[src/rtl/sd_spi_cmd_engine_if.sv]
// Command/response bundle for the SD SPI command engine.
// Engine side uses the slave modport, host side the master modport.
interface sd_spi_cmd_engine_if;
   logic        cmd_valid;
   logic        cmd_ready;
   logic [5:0]  cmd_index;
   logic [31:0] cmd_arg;
   logic        cmd_long;
   logic        init_done;
   logic        resp_valid;
   logic [7:0]  resp_r1;
   logic [31:0] resp_data;
   logic        resp_timeout;

   modport master (
      output cmd_valid, cmd_index, cmd_arg, cmd_long,
      input  cmd_ready, init_done, resp_valid,
      input  resp_r1, resp_data, resp_timeout
   );

   modport slave (
      input  cmd_valid, cmd_index, cmd_arg, cmd_long,
      output cmd_ready, init_done, resp_valid,
      output resp_r1, resp_data, resp_timeout
   );
endinterface

[src/rtl/sd_spi_cmd_engine.sv]
// SD card SPI-mode command engine: power-up clocks, framed
// command with CRC7, R1 wait with timeout, optional 4-byte tail.
module sd_spi_cmd_engine #(
   parameter int CLK_DIV      = 125,
   parameter int INIT_CLOCKS  = 80,
   parameter int RESP_TIMEOUT = 8
) (
   input  logic               CLOCK_50,
   input  logic               KEY0,
   sd_spi_cmd_engine_if.slave bus,
   output logic               sd_sclk,
   output logic               sd_mosi,
   input  logic               sd_miso,
   output logic               sd_cs_n
);

   typedef enum logic [2:0] {
      ST_INIT, ST_IDLE, ST_PRE, ST_SEND,
      ST_WAIT_R1, ST_READ_EXT, ST_TAIL, ST_DONE
   } state_t;

   state_t      state_q, state_d;
   logic [15:0] div_q, div_d;
   logic        sclk_q, sclk_d;
   logic        mosi_q, mosi_d;
   logic        cs_n_q, cs_n_d;
   logic [15:0] cnt_q, cnt_d;
   logic [7:0]  byte_q, byte_d;
   logic [47:0] frame_q, frame_d;
   logic        long_q, long_d;
   logic [6:0]  rx_q, rx_d;
   logic [7:0]  pr1_q, pr1_d;
   logic [31:0] pdata_q, pdata_d;
   logic        pto_q, pto_d;
   logic [7:0]  r1_q, r1_d;
   logic [31:0] data_q, data_d;
   logic        to_q, to_d;
   logic        init_done_q, init_done_d;
   logic        miso_s1_q, miso_s2_q;

   logic        run, tick, fall;
   logic [7:0]  rx_byte;
   logic [5:0]  nxt_bit;
   logic [39:0] hdr;

   function automatic logic [6:0] crc7(input logic [39:0] d);
      logic [6:0] c;
      logic       fb;
      c = 7'd0;
      for (int i = 39; i >= 0; i--) begin
         fb = d[i] ^ c[6];
         c  = {c[5:0], 1'b0};
         if (fb) c = c ^ 7'h09;
      end
      return c;
   endfunction

   assign run = state_q inside {ST_INIT, ST_PRE, ST_SEND,
                                ST_WAIT_R1, ST_READ_EXT, ST_TAIL};
   assign tick    = (div_q == 16'(CLK_DIV - 1));
   // Every bit boundary (shift, sample, count) is the falling edge.
   assign fall    = run && tick && sclk_q;
   assign rx_byte = {rx_q, miso_s2_q};
   assign nxt_bit = 6'd46 - cnt_q[5:0];
   assign hdr     = {2'b01, bus.cmd_index, bus.cmd_arg};

   assign bus.cmd_ready    = (state_q == ST_IDLE);
   assign bus.resp_valid   = (state_q == ST_DONE);
   assign bus.init_done    = init_done_q;
   assign bus.resp_r1      = r1_q;
   assign bus.resp_data    = data_q;
   assign bus.resp_timeout = to_q;
   assign sd_sclk = sclk_q;
   assign sd_mosi = mosi_q;
   assign sd_cs_n = cs_n_q;

   // State, divider, shift and response registers; reset reruns power-up.
   always_ff @(posedge CLOCK_50 or negedge KEY0) begin
      if (!KEY0) begin
         state_q     <= ST_INIT;
         div_q       <= '0;
         sclk_q      <= 1'b0;
         mosi_q      <= 1'b1;
         cs_n_q      <= 1'b1;
         cnt_q       <= '0;
         byte_q      <= '0;
         frame_q     <= '0;
         long_q      <= 1'b0;
         rx_q        <= '0;
         pr1_q       <= 8'hFF;
         pdata_q     <= '0;
         pto_q       <= 1'b0;
         r1_q        <= 8'hFF;
         data_q      <= '0;
         to_q        <= 1'b0;
         init_done_q <= 1'b0;
         miso_s1_q   <= 1'b1;
         miso_s2_q   <= 1'b1;
      end else begin
         state_q     <= state_d;
         div_q       <= div_d;
         sclk_q      <= sclk_d;
         mosi_q      <= mosi_d;
         cs_n_q      <= cs_n_d;
         cnt_q       <= cnt_d;
         byte_q      <= byte_d;
         frame_q     <= frame_d;
         long_q      <= long_d;
         rx_q        <= rx_d;
         pr1_q       <= pr1_d;
         pdata_q     <= pdata_d;
         pto_q       <= pto_d;
         r1_q        <= r1_d;
         data_q      <= data_d;
         to_q        <= to_d;
         init_done_q <= init_done_d;
         miso_s1_q   <= sd_miso;
         miso_s2_q   <= miso_s1_q;
      end
   end

   // Next-state logic; miso is taken at the falling edge, which is the
   // rising-edge value delayed by the two-flop synchroniser.
   always_comb begin
      state_d     = state_q;
      div_d       = '0;
      sclk_d      = 1'b0;
      mosi_d      = mosi_q;
      cs_n_d      = cs_n_q;
      cnt_d       = cnt_q;
      byte_d      = byte_q;
      frame_d     = frame_q;
      long_d      = long_q;
      rx_d        = rx_q;
      pr1_d       = pr1_q;
      pdata_d     = pdata_q;
      pto_d       = pto_q;
      r1_d        = r1_q;
      data_d      = data_q;
      to_d        = to_q;
      init_done_d = init_done_q;

      if (run) begin
         div_d  = tick ? 16'd0 : div_q + 16'd1;
         sclk_d = tick ? ~sclk_q : sclk_q;
      end

      unique case (state_q)
         ST_INIT: if (fall) begin
            if (cnt_q == 16'(INIT_CLOCKS - 1)) begin
               state_d     = ST_IDLE;
               cnt_d       = '0;
               init_done_d = 1'b1;
            end else begin
               cnt_d = cnt_q + 16'd1;
            end
         end
         ST_IDLE: if (bus.cmd_valid) begin
            frame_d = {hdr, crc7(hdr), 1'b1};
            long_d  = bus.cmd_long;
            state_d = ST_PRE;
            cs_n_d  = 1'b0;
            mosi_d  = 1'b1;
            cnt_d   = '0;
         end
         ST_PRE: if (fall) begin
            if (cnt_q == 16'd7) begin
               state_d = ST_SEND;
               cnt_d   = '0;
               mosi_d  = frame_q[47];
            end else begin
               cnt_d = cnt_q + 16'd1;
            end
         end
         ST_SEND: if (fall) begin
            if (cnt_q == 16'd47) begin
               state_d = ST_WAIT_R1;
               cnt_d   = '0;
               byte_d  = '0;
               mosi_d  = 1'b1;
            end else begin
               cnt_d  = cnt_q + 16'd1;
               mosi_d = frame_q[nxt_bit];
            end
         end
         ST_WAIT_R1: if (fall) begin
            rx_d = rx_byte[6:0];
            if (cnt_q == 16'd7) begin
               cnt_d = '0;
               if (!rx_byte[7]) begin
                  pr1_d   = rx_byte;
                  pto_d   = 1'b0;
                  pdata_d = '0;
                  if (long_q) begin
                     state_d = ST_READ_EXT;
                  end else begin
                     state_d = ST_TAIL;
                     cs_n_d  = 1'b1;
                  end
               end else if (byte_q == 8'(RESP_TIMEOUT - 1)) begin
                  pr1_d   = 8'hFF;
                  pto_d   = 1'b1;
                  pdata_d = '0;
                  state_d = ST_TAIL;
                  cs_n_d  = 1'b1;
               end else if (byte_q != 8'hFF) begin
                  byte_d = byte_q + 8'd1;
               end
            end else begin
               cnt_d = cnt_q + 16'd1;
            end
         end
         ST_READ_EXT: if (fall) begin
            pdata_d = {pdata_q[30:0], miso_s2_q};
            if (cnt_q == 16'd31) begin
               state_d = ST_TAIL;
               cnt_d   = '0;
               cs_n_d  = 1'b1;
            end else begin
               cnt_d = cnt_q + 16'd1;
            end
         end
         ST_TAIL: if (fall) begin
            if (cnt_q == 16'd7) begin
               state_d = ST_DONE;
               cnt_d   = '0;
               r1_d    = pr1_q;
               data_d  = pdata_q;
               to_d    = pto_q;
            end else begin
               cnt_d = cnt_q + 16'd1;
            end
         end
         ST_DONE: state_d = ST_IDLE;
         default: state_d = ST_INIT;
      endcase
   end

endmodule

[src/flat_wrapper.sv]
// flat-port wrapper written by rule: the top's interface ports become plain ports
module sd_spi_cmd_engine_flat 
#(
   parameter int CLK_DIV      = 125,
   parameter int INIT_CLOCKS  = 80,
   parameter int RESP_TIMEOUT = 8
)
  (CLOCK_50, KEY0, sd_sclk, sd_mosi, sd_miso, sd_cs_n, bus_cmd_valid, bus_cmd_index, bus_cmd_arg, bus_cmd_long, bus_cmd_ready, bus_init_done, bus_resp_valid, bus_resp_r1, bus_resp_data, bus_resp_timeout);
  sd_spi_cmd_engine_if bus_i ();
  input  logic CLOCK_50;
  input  logic KEY0;
  output logic sd_sclk;
  output logic sd_mosi;
  input  logic sd_miso;
  output logic sd_cs_n;
  input wire logic [$bits(bus_i.cmd_valid)-1:0] bus_cmd_valid;
  input wire logic [$bits(bus_i.cmd_index)-1:0] bus_cmd_index;
  input wire logic [$bits(bus_i.cmd_arg)-1:0] bus_cmd_arg;
  input wire logic [$bits(bus_i.cmd_long)-1:0] bus_cmd_long;
  output wire logic [$bits(bus_i.cmd_ready)-1:0] bus_cmd_ready;
  output wire logic [$bits(bus_i.init_done)-1:0] bus_init_done;
  output wire logic [$bits(bus_i.resp_valid)-1:0] bus_resp_valid;
  output wire logic [$bits(bus_i.resp_r1)-1:0] bus_resp_r1;
  output wire logic [$bits(bus_i.resp_data)-1:0] bus_resp_data;
  output wire logic [$bits(bus_i.resp_timeout)-1:0] bus_resp_timeout;
  assign bus_i.cmd_valid = bus_cmd_valid;
  assign bus_i.cmd_index = bus_cmd_index;
  assign bus_i.cmd_arg = bus_cmd_arg;
  assign bus_i.cmd_long = bus_cmd_long;
  assign bus_cmd_ready = bus_i.cmd_ready;
  assign bus_init_done = bus_i.init_done;
  assign bus_resp_valid = bus_i.resp_valid;
  assign bus_resp_r1 = bus_i.resp_r1;
  assign bus_resp_data = bus_i.resp_data;
  assign bus_resp_timeout = bus_i.resp_timeout;
  sd_spi_cmd_engine #(.CLK_DIV(CLK_DIV), .INIT_CLOCKS(INIT_CLOCKS), .RESP_TIMEOUT(RESP_TIMEOUT)) u_core (.CLOCK_50(CLOCK_50), .KEY0(KEY0), .bus(bus_i), .sd_sclk(sd_sclk), .sd_mosi(sd_mosi), .sd_miso(sd_miso), .sd_cs_n(sd_cs_n));
endmodule
[config.mk]
export PLATFORM = sky130hd
export DESIGN_NAME = sd_spi_cmd_engine_flat
export DESIGN_NICKNAME = d
export VERILOG_FILES = /design/src/rtl/sd_spi_cmd_engine_if.sv /design/src/rtl/sd_spi_cmd_engine.sv /design/src/flat_wrapper.sv
export SDC_FILE = /design/constraint.sdc
export NUM_CORES = 1
export LEC_CHECK = 0
export ABC_AREA = 1
export ABC_CLOCK_PERIOD_IN_PS = 4000
export BUFFER_PORTS_ARGS = -buffer_cell sky130_fd_sc_hd__buf_2
export CORE_MARGIN = 2
export CORE_UTILIZATION = 59
export DETAILED_ROUTE_END_ITERATION = 16
export PLACE_DENSITY = 0.79
export REMOVE_ABC_BUFFERS = 1
export SYNTH_ARGS = -nofsm -noshare
export SYNTH_HDL_FRONTEND = slang
export SYNTH_SLANG_ARGS = --single-unit
export TNS_END_PERCENT = 100
[constraint.sdc]
create_clock -name CLOCK_50 -period 4 [get_ports CLOCK_50]
set_clock_uncertainty 0.15 [all_clocks]
set_input_delay 0.4 -clock CLOCK_50 [delete_from_list [all_inputs] [get_ports CLOCK_50]]
set_output_delay 0.4 -clock CLOCK_50 [all_outputs]
set_load 0.01 [all_outputs]
==> reports/metrics.csv, run 1 <==
stage,metric,value,unit
synthesis,yosys_warnings,0,
floorplan,die_w,132.2,um
worst_setup_path,cp.required,4.17,ns
synthesis,post-synth-top-count-cell,nand2_1,
global_route,grt_pass1_vias,7631,
worst_setup_path,worstSetupStartpoint,u_core.div_q[0]$_DFF_PN0_,
global_route,grt_usage,24.05,%
detailed_routing,dr.first_iter.drc_count,650,
worst_setup_path,worst-r2r-cell-count,12,
global_route,overflow,0,
synthesis,synth_seq_cells,185,
synthesis,syn-cell-area,9694,um^2
sta,min_period_over_period,74.29,%
floorplan,rows,46,
worst_setup_path,worst-path-max-fanout,17,
sta,tns,0,ns
min_path,min_from,bus_cmd_long,
floorplan,start_util,60.59,%
cells_and_area,area_growth,12.74,%
worst_setup_path,path_class,flop to flop,
synthesis,synth_ff_type,dfrtp_1,
clocking,cts_max_level,4,
synthesis,synth_common_cells,"302 x nand2_1, 165 x dfrtp_1, 138 x inv_1, 111 x o21ai_0, 95 x nor2_1",
cells_and_area,drive_gt1_share,19.66,%
placed_design,port-buffer-count,89,
run_status,status,finished clean,
detailed_routing,vias_per_cell,5.332,
clocking,clk_pin_slew,0.06,ns
synthesis,yosys-top-cells-area,"dfrtp_1 43%, nand2_1 12%, o21ai_0 5.7%",
synthesis,synth_cell_types,53,
synthesis,synth_area_leader_cell,dfrtp_1,
sta,rsz0062_at_grt,false,
detailed_routing,dr.pass1.iters,6,
floorplan,coreArea,16000,um^2
detailed_routing,ant_nets,0,
sta,period_minus_slack,2.972,ns
detailed_routing,num_vias,8147,
floorplan,ios,90,
pwr,powerDensity,373.4,nW/um^2
worst_setup_path,arrival,3.14,ns
worst_setup_path,cp-end-kind,flop,
global_route,grt_pass1_wl,34740,um
global_route,grt_max_degree,112,
sta,setup_viol,0,
cells_and_area,final_nets,1346,
detailed_routing,wl_per_cell,13.20,um
detailed_routing,routed_wl,20170,um
min_path,hp-class,input pin to flop,
sta,slew_viol_final,0,
synthesis,synthArstFlopShare,100.0,%
synthesis,synth-edff-count,0,
job,maxCapViolCount,0,
floorplan,die_h,132.2,um
min_path,hold_path_depth,3,
placed_design,dp_hpwl,14500,um
cells_and_area,diodes,0,
sta,hold_viol_final,0,
synthesis,avgSynthCellArea,7.959,um^2
clocking,clockBufferDepth,2,
clocking,clock-root-buffer,clkbuf_16,
clocking,cts_num_sinks,185,
detailed_routing,drc,0,
clocking,tritoncts,done,
synthesis,synth_top_area_share,42.59,%
pwr,power,4.081,mW
pwr,p_leak,5.505,nW
synthesis,synth_cells,1218,
sta,slew_headroom,55.85,%
worst_setup_path,cp-start-kind,flop,
clocking,post_cts_resized,0,
sta,tightest_slew,0.6623,ns
floorplan,fp.dieArea,17470,um^2
sta,fmax,336.5,MHz
synthesis,seq_area_frac_synth,48.01,%
worst_setup_path,r2r-start,u_core.div_q[0]$_DFF_PN0_,
global_route,antenna_found_initial,0,
pwr,max-vdd-ir-drop,0.2999,mV
clocking,clock_latency,0.43,ns
placed_design,place.gp.congestion,0.8792,
clocking,cts_made_buffers,17,
## worst max-delay path: stages, from the launching register on
cell      delay, ns
dfrtp_1        0.41
inv_1          0.07
ha_1           0.14
inv_1          0.05
nor4_1         0.27
nand3_1        0.12
nor2_1         0.26
nand2_2        0.21
a21boi_4       0.46
inv_2          0.18
nor2_1         0.35
a21oi_1        0.08
o21a_1         0.12
## per-layer routing
| layer | share of wire [%] | global-route usage (%) |
|---|---|---|
| met4 | 1.7 | 7.706 |
| met1 | 46 | 32.37 |
| met2 | 47 | 40.22 |
| met5 | 0 | 0 |
| met3 | 4.6 | 3.883 |
## cell usage in the layout, fill, tap and decap left out, types with 4 or more instances in the layout
cell,synthesis,routed
dfstp_2,20,20
nand2_1,302,301
mux2_2,15,15
inv_2,23,23
o21ai_0,111,111
nand2_4,9,9
a221oi_1,4,4
xor2_1,8,8
dfrtp_1,165,165
a21oi_1,19,19
buf_4,2,6
o211ai_1,7,7
inv_1,138,138
nand2_2,39,40
nand4_1,8,8
nor3_1,18,18
nor4_1,7,7
xnor2_1,6,6
buf_2,7,88
nand3_2,6,7
clkbuf_16,0,19
nand3_1,83,82
nor2_2,7,7
o22ai_1,39,39
nor3b_1,5,5
a31oi_1,4,4
nor2_1,95,95
ha_1,4,4
## flip-flops by register name (all words and copies together), names as in the netlist, 7 cells and up
signal                flops
u_core.pdata_q           32
u_core.frame_q           46
u_core.rx_q               7
u_core.bus.resp_data     32
u_core.cnt_q             16
u_core.byte_q             8
u_core.div_q             16
u_core.pr1_q              8
u_core.bus.resp_r1        8
## cells by family after synthesis
logic type / after synthesis / share of synthesized area, %
DFF: 185 / 48.01
AOI/OAI and AO/OA: 212 / 12.97
adders and majority gates: 4 / 0.5163
xor gates and xnor gates: 14 / 1.265
muxes: 15 / 1.742
buffers and inverters: 200 / 7.912
and+or+nand+nor: 588 / 27.58
## layout make-up
type                    instances  area [um^2]
fillers                      1323         5071
flip-flops and latches        185         4654
multi-input cells             833         4280
inverters                     164        615.6
repair buffers                 98        536.8
clock buffers                  22        486.7
well taps                     216        270.3
clock inverters                10        85.08
## per-stage QoR
step	setup WS, ns	util [%]	std cells	hold WS [ns]	cell area, um^2
after CTS	1.048	68.31	1528	0.008878	10930
final	1.028	68.31	1528	0.01846	10930
after detailed placement	1.079	64.61	1494	0.1991	10340
after global routing	0.7087	68.31	1528	0.02909	10930
after global placement	1.138	64.61	1494	0.1964	10340
after floorplan	0.5508	-	1182	-0.04559	9543
## worst paths after layout
kind | to | slack (ns)
worst min-delay path | u_core.long_q$_DFFE_PN0P_ | 0.02
worst max register to register | u_core.cnt_q[14]$_DFFE_PN0P_ | 1.03
worst max-delay path | u_core.cnt_q[14]$_DFFE_PN0P_ | 1.03
max in group asynchronous | u_core.div_q[15]$_DFF_PN0_ | 2.29
worst min register to register | u_core.miso_s2_q$_DFF_PN1_ | 0.21
min in group asynchronous | u_core.bus.resp_data[15]$_DFFE_PN0P_ | 0.42
## power by group
part | internal (mW) | switching, mW
clock | 0.881 | 0.719
sequential | 1.88 | 0.00546
combinational | 0.196 | 0.401
## timing repair
action | in CTS | in global routing
endpoints found under the hold margin | 56 | 0
hold buffers | 2 | 0
buffers inserted | 0 | 0
No activity file was read; power rests on OpenSTA's default activity.
==> inputs of run 2 (changes only) <==
Settings changed: ABC_CLOCK_PERIOD_IN_PS 4000 to 2700, CORE_UTILIZATION 59 to 54, PLACE_DENSITY 0.79 to 0.76.
Clock period 4 ns to 2.7 ns, I/O delays scaled along.
==> run 2 against run 1 <==
  * Hold slack got worse by 0.0045 ns
  * Critical path depth rose by 1
  * Sequential cell count did not move
  * Core utilization fell by 2.5 points
  * Non-clock buffer count rose by 31
  * First-iteration DRC count fell by 22%
  * Sequential power rose by 48%
  * Largest cell class unchanged
  * Critical endpoint is now u_core.byte_q[7]$_DFFE_PN0P_
  * Largest power group unchanged
  * Critical path type unchanged
==> reports/metrics.csv, run 2 (synthesis gave the netlist of run 1 again) <==
stage,metric,value,unit,change
run_status,status,finished clean,,
sta,slew_viol_final,0,,unchanged
worst_setup_path,path_class,flop to flop,,
global_route,grt_pass1_vias,7926,,+3.9%
global_route,grt_pass1_wl,35630,um,+2.6%
global_route,grt_max_degree,79,,-29%
pwr,powerDensity,540.5,nW/um^2,+45%
worst_setup_path,cp-start-kind,flop,,
cells_and_area,design_area,11470,um^2,+4.9%
floorplan,rows,48,,+4.3%
cells_and_area,area_growth,18.30,%,
floorplan,die_w,138.0,um,+4.4%
sta,min_period_over_period,94.00,%,+20 points
detailed_routing,wl_met2,10550,um,+11%
worst_setup_path,cp-end-kind,flop,,
floorplan,fp.dieArea,19040,um^2,+9.0%
worst_setup_path,cp.required,2.86,ns,-1.31 ns
detailed_routing,wl_per_cell,13.64,um,+3.4%
clocking,cts_max_level,4,,unchanged
detailed_routing,num_vias,8339,,+2.4%
sta,rsz0062_at_grt,true,,
detailed_routing,drc,0,,unchanged
placed_design,dp_cells,1513,,+1.3%
clocking,cts_num_sinks,185,,unchanged
detailed_routing,routed_wl,21390,um,+6.1%
cells_and_area,top_register,u_core.frame_q,,
clocking,clockBufferDepth,2,,unchanged
detailed_routing,highest_layer,met4,,
placed_design,dpl_cell_area,10470,um^2,+1.3%
sta,period_minus_slack,2.538,ns,-0.4339 ns
cells_and_area,final_cells,1568,,+2.6%
sta,fmax,394.0,MHz,+17%
clocking,cts_made_buffers,17,,unchanged
worst_setup_path,worst-path-max-fanout,4,,-13
global_route,antenna_found_initial,0,,unchanged
min_path,hp-class,input pin to flop,,
cells_and_area,drive_gt1_share,22.86,%,+3.2 points
clocking,clock_latency,0.43,ns,about the same
detailed_routing,wl_met1,9819,um,+5.0%
sta,setup_viol,0,,unchanged
floorplan,die_h,138.0,um,+4.4%
cells_and_area,final_common_cell,nand2_1,,
sta,tightest_slew,0.6053,ns,-0.05696 ns
job,maxCapViolCount,0,,unchanged
cells_and_area,diodes,0,,unchanged
floorplan,coreArea,17420,um^2,+8.9%
detailed_routing,vias_per_cell,5.318,,-0.25%
cells_and_area,largest_reg_flops,46,,unchanged
placed_design,dp_hpwl,14960,um,+3.2%
pwr,max-vdd-ir-drop,0.3866,mV,+29%
clocking,clock-root-buffer,clkbuf_16,,
cells_and_area,layout_common_cells,"287 x nand2_1, 164 x dfrtp_1, 138 x inv_1",,
worst_setup_path,arrival,2.70,ns,-0.44 ns
cells_and_area,nFillCells,1451,,+9.7%
placed_design,port-buffer-count,89,,unchanged
clocking,clk_pin_slew,0.07,ns,about the same
pwr,p_leak,5.727,nW,+4.0%
cells_and_area,final_nets,1377,,+2.3%
sta,slew_headroom,59.64,%,+3.8 points
sta,hold_viol_final,0,,unchanged
global_route,overflow,0,,unchanged
floorplan,ios,90,,unchanged
global_route,grt_usage,23.53,%,-0.52 points
detailed_routing,routed-wl-met3,783,um,-16%
detailed_routing,dr.first_iter.drc_count,510,,-22%
floorplan,start_util,55.66,%,-4.9 points
clocking,tritoncts,done,,
detailed_routing,dr.pass1.iters,5,,-1
detailed_routing,ant_nets,0,,unchanged
placed_design,place.gp.congestion,0.8626,,-1.9%
run 2: changes by cell type in the layout (fill, tap and decap cells not counted), sizes merged:
cell,before,now
buf,96,108
clkbuf,22,20
dlygate4sd3,2,21
inv,165,167
run 2: path summary, 6_finish.rpt:
kind	cells past startpoint	end	startpoint	slack, ns
worst max-delay path	13	u_core.byte_q[7]$_DFFE_PN0P_	u_core.div_q[7]$_DFF_PN0_	0.16
worst min-delay path	3	u_core.frame_q[35]$_DFFE_PN0P_	bus_cmd_arg[27]	0.01
worst max register to register	13	u_core.byte_q[7]$_DFFE_PN0P_	u_core.div_q[7]$_DFF_PN0_	0.16
worst min register to register	0	u_core.miso_s2_q$_DFF_PN1_	u_core.miso_s1_q$_DFF_PN1_	0.20
max in group asynchronous	3	u_core.miso_s1_q$_DFF_PN1_	KEY0	1.35
min in group asynchronous	2	u_core.bus.resp_data[11]$_DFFE_PN0P_	KEY0	0.24
run 2: through the flow:
stage | utilization [%] | setup TNS (ns) | setup WS [ns] | hold slack [ns] | power, mW
2_1_floorplan | - | -33.41 | -0.7492 | -0.1756 | 3.506
3_3_place_gp | 60.14 | 0 | 0.1795 | 0.1506 | 3.714
3_5_place_dp | 60.14 | 0 | 0.1116 | 0.1546 | 3.738
4_1_cts | 64.72 | 0 | 0.09636 | 0.001198 | 6.196
5_1_grt | 65.85 | -0.2239 | -0.07930 | 0.02221 | 6.483
6_report | 65.85 | 0 | 0.1621 | 0.01393 | 6.199
run 2: metal layers:
layer  global-route usage, %  vias to the layer above
met3                   3.947                       20
met4                   8.163                        0
met2                   40.51                      208
li1                        -                     4205
met5                       0                        -
met1                   30.08                     3906
run 2: critical path, cell delays in order, from the launching register on:
cell,delay [ns]
dfrtp_1,0.41
inv_1,0.10
nand2_1,0.09
nor4_2,0.26
nand3_1,0.18
nor3_4,0.31
inv_2,0.10
nand2_2,0.08
nand2_2,0.08
nor2_4,0.16
nand4_4,0.14
nor3_4,0.16
xnor2_1,0.14
nor2_1,0.06
run 2: final cells by class:
type / count / area [um^2] / area share (%)
Clock buffer: 20 / 489.2 / 4.266
Clock inverter: 12 / 98.84 / 0.8619
Inverter: 164 / 615.6 / 5.368
Multi-Input combinational cell: 833 / 4461 / 38.89
Sequential cell: 185 / 4656 / 40.60
Tap cell: 225 / 281.5 / 2.455
Timing Repair Buffer: 129 / 867.1 / 7.561
run 2: timing repair:
item / CTS / global route
setup endpoints to repair: 0 / 32
endpoints found under the hold margin: 83 / 0
hold buffers: 21 / 0
setup buffers: 0 / 2
gates resized for setup: 0 / 42
run 2: power breakdown:
group | internal, mW | switching [mW] | total, mW
sequential | 2.78 | 0.00861 | 2.79
clock | 1.34 | 1.10 | 2.43
combinational | 0.331 | 0.644 | 0.975
total | 4.45 | 1.75 | 6.20
==> inputs of run 3 (changes only) <==
Settings changed: ABC_CLOCK_PERIOD_IN_PS 2700 to 2430, CORE_UTILIZATION 54 to 59, PLACE_DENSITY 0.76 to 0.79.
Clock period 2.7 ns to 2.43 ns, I/O delays scaled along.
==> run 3 against run 2 <==
  * The flow now finishes with violations (negative setup slack)
  * First-iteration DRC count is 26% higher
  * Clock-buffer cell count is 1 higher
  * Hold slack worse by 0.0050 ns
  * Sequential cell count stayed put
  * Die area is 8.2% lower
  * Design area is 5.9% higher
  * Critical path depth is 1 lower
  * Combinational power is 17% higher
  * Register-to-register slack worse by 0.36 ns
  * Critical path type unchanged
  * Largest power group unchanged
==> reports/metrics.csv, run 3 (synthesis gave the netlist of run 1 again) <==
stage,metric,value,unit,change
run_status,status,"complete, but fails checks",,
run_status,violations,negative setup slack,,
clocking,tritoncts,done,,
worst_setup_path,slowest_stage,dfrtp_1,,
sta,fin_ws,-0.1951,ns,-0.3573 ns
sta,period_minus_slack,2.625,ns,+0.08725 ns
global_route,grt_pass1_vias,8213,,+3.6%
sta,slew_viol_final,0,,unchanged
worst_setup_path,worst-r2r-cell-count,12,,-1
detailed_routing,ant_nets,0,,unchanged
worst_setup_path,path_class,flop to flop,,
sta,setup_viol,25,,+25
floorplan,fp.dieArea,17470,um^2,-8.2%
cells_and_area,final_cells,1613,,+2.9%
detailed_routing,dr.pass1.iters,5,,unchanged
clocking,clockBufferDepth,2,,unchanged
detailed_routing,vias_per_cell,5.536,,+4.1%
cells_and_area,drive_gt1_share,27.99,%,+5.1 points
worst_setup_path,slowest_delay,0.39,ns,-0.02 ns
global_route,grt_usage,25.83,%,+2.3 points
worst_setup_path,worstSetupStartpoint,u_core.div_q[1]$_DFF_PN0_,,
floorplan,die_h,132.2,um,-4.2%
placed_design,place.gp.congestion,0.8815,,+2.2%
worst_setup_path,path_cells,"inv_2, ha_4, inv_2, nor4_1, nand3_1, nor2_2, nand2_2, buf_4, o21ai_0, nand3_1, o21ai_0, nand2_1",,
pwr,max-vdd-ir-drop,0.4795,mV,+24%
global_route,met3_usage,4.229,%,+0.28 points
global_route,antenna_found_initial,0,,unchanged
floorplan,start_util,60.59,%,+4.9 points
cells_and_area,diodes,0,,unchanged
worst_setup_path,r2r_setup_slack,-0.20,ns,-0.36 ns
worst_setup_path,r2r-start,u_core.div_q[1]$_DFF_PN0_,,
cells_and_area,area_growth,25.26,%,
floorplan,die_w,132.2,um,-4.2%
global_route,grt_pass1_wl,37500,um,+5.2%
sta,hold_viol_final,0,,unchanged
sta,slew_headroom,57.45,%,-2.2 points
floorplan,rows,46,,-4.2%
worst_setup_path,cp-end-kind,flop,,
worst_setup_path,cp-start-kind,flop,,
clocking,cts_made_buffers,17,,unchanged
detailed_routing,wl_per_cell,14.66,um,+7.5%
placed_design,dp_cells,1531,,+1.2%
global_route,grt_busiest_layer,met2,,
detailed_routing,num_vias,8930,,+7.1%
worst_setup_path,cp.required,2.59,ns,-0.27 ns
cells_and_area,largest_reg_flops,46,,unchanged
cells_and_area,seq_area,4657,um^2,about the same
clocking,cts_num_sinks,185,,unchanged
pwr,powerDensity,570.1,nW/um^2,+5.5%
floorplan,ios,90,,unchanged
cells_and_area,final_nets,1431,,+3.9%
cells_and_area,final_common_cell,nand2_1,,
pwr,p_leak,6.002,nW,+4.8%
detailed_routing,drc,0,,unchanged
global_route,grt_max_degree,79,,unchanged
global_route,grt_util_met1,34.21,%,+4.1 points
pwr,power,6.923,mW,+12%
worst_setup_path,arrival,2.79,ns,+0.09 ns
placed_design,dp_hpwl,15250,um,+2.0%
clocking,clk_pin_slew,0.07,ns,about the same
clocking,clock-root-buffer,clkbuf_16,,
cells_and_area,multiInputGateArea,4672,um^2,+4.7%
cells_and_area,design_area,12140,um^2,+5.9%
placed_design,pre_cts_slack,-0.05400,ns,-0.1656 ns
sta,min_period_over_period,108.0,%,+14 points
job,maxCapViolCount,0,,unchanged
sta,rsz0062_at_grt,true,,
floorplan,coreArea,16000,um^2,-8.1%
cells_and_area,top_register,u_core.frame_q,,
min_path,hp-class,input pin to flop,,
sta,fmax,380.9,MHz,-3.3%
worst_setup_path,r2r-end,u_core.state_q[2]$_DFFE_PN0P_,,
detailed_routing,dr.first_iter.drc_count,642,,+26%
clocking,clock_latency,0.43,ns,about the same
worst_setup_path,worst-path-max-fanout,4,,unchanged
cells_and_area,nFillCells,1114,,-23%
placed_design,dpl_cell_area,10700,um^2,+2.2%
placed_design,port-buffer-count,89,,unchanged
worst_setup_path,worstSetupEndpoint,u_core.state_q[2]$_DFFE_PN0P_,,
sta,tightest_slew,0.6383,ns,+0.03292 ns
sta,tns,-2.100,ns,-2.100 ns
detailed_routing,routed_wl,23650,um,+11%
cells_and_area,layout_common_cells,"273 x nand2_1, 163 x dfrtp_1, 133 x inv_1",,
global_route,grt_util_met2,42.77,%,+2.3 points
global_route,overflow,0,,unchanged
clocking,cts_max_level,4,,unchanged
## run 3: changes by cell type in the layout (fill, tap and decap cells not counted), moves of 9 or more
cell / delta
nand2_2: +10
nand2_1: -14
buf_4: +38
o21ai_0: -12
dlygate4sd3_1: +9
## run 3: report_power, final
part | internal (mW) | switching [mW] | total [mW]
sequential | 3.09 | 0.0108 | 3.10
combinational | 0.394 | 0.748 | 1.14
clock | 1.49 | 1.19 | 2.68
## run 3: final cells by class
class / count / area share, %
Clock buffer: 21 / 3.802
Clock inverter: 11 / 0.8861
Inverter: 164 / 5.090
Multi-Input combinational cell: 833 / 38.47
Sequential cell: 185 / 38.35
Tap cell: 216 / 2.226
Timing Repair Buffer: 183 / 11.17
## run 3: stage by stage
| step | utilization [%] | hold slack (ns) |
|---|---|---|
| after floorplan | - | -0.2026 |
| after global placement | 66.89 | 0.03968 |
| after detailed placement | 66.89 | 0.04030 |
| after CTS | 72.75 | 0.0009553 |
| after global routing | 75.89 | 0.03071 |
| final | 75.89 | 0.008897 |
## run 3: worst min-delay path by stage
stage               slack, ns                              endpoint            start  cells past startpoint
global placement         0.04  u_core.bus.resp_data[15]$_DFFE_PN0P_             KEY0                      1
detailed placement       0.04  u_core.bus.resp_data[16]$_DFFE_PN0P_             KEY0                      1
global route             0.03        u_core.frame_q[35]$_DFFE_PN0P_  bus_cmd_arg[27]                      3
finish                  0.009        u_core.frame_q[39]$_DFFE_PN0P_  bus_cmd_arg[31]                      3
CTS                     0.001        u_core.frame_q[39]$_DFFE_PN0P_  bus_cmd_arg[31]                      3
floorplan               -0.20      u_core.bus.init_done$_DFFE_PN0P_             KEY0                      0
## run 3: timing repair
action	4_1_cts	5_1_grt
endpoints found under the setup margin	5	98
hold buffers	30	0
buffers inserted	5	15
endpoints found under the hold margin	194	0
pin swaps	1	35
gates resized for setup	6	114
## run 3: critical path, delay by kind of cell (launching register included)
family          cells  cell delay (ns)
compound gates      2             0.40
fa+ha+maj           1             0.12
buf+inv             3             0.30
flops               1             0.39
simple gates        6             1.15
## run 3: layer usage
layer / share of wire [%] / wire [um]
met1: 43 / 10200
met2: 49 / 11540
met3: 4.8 / 1145
met4: 3.2 / 765
met5: 0 / 0
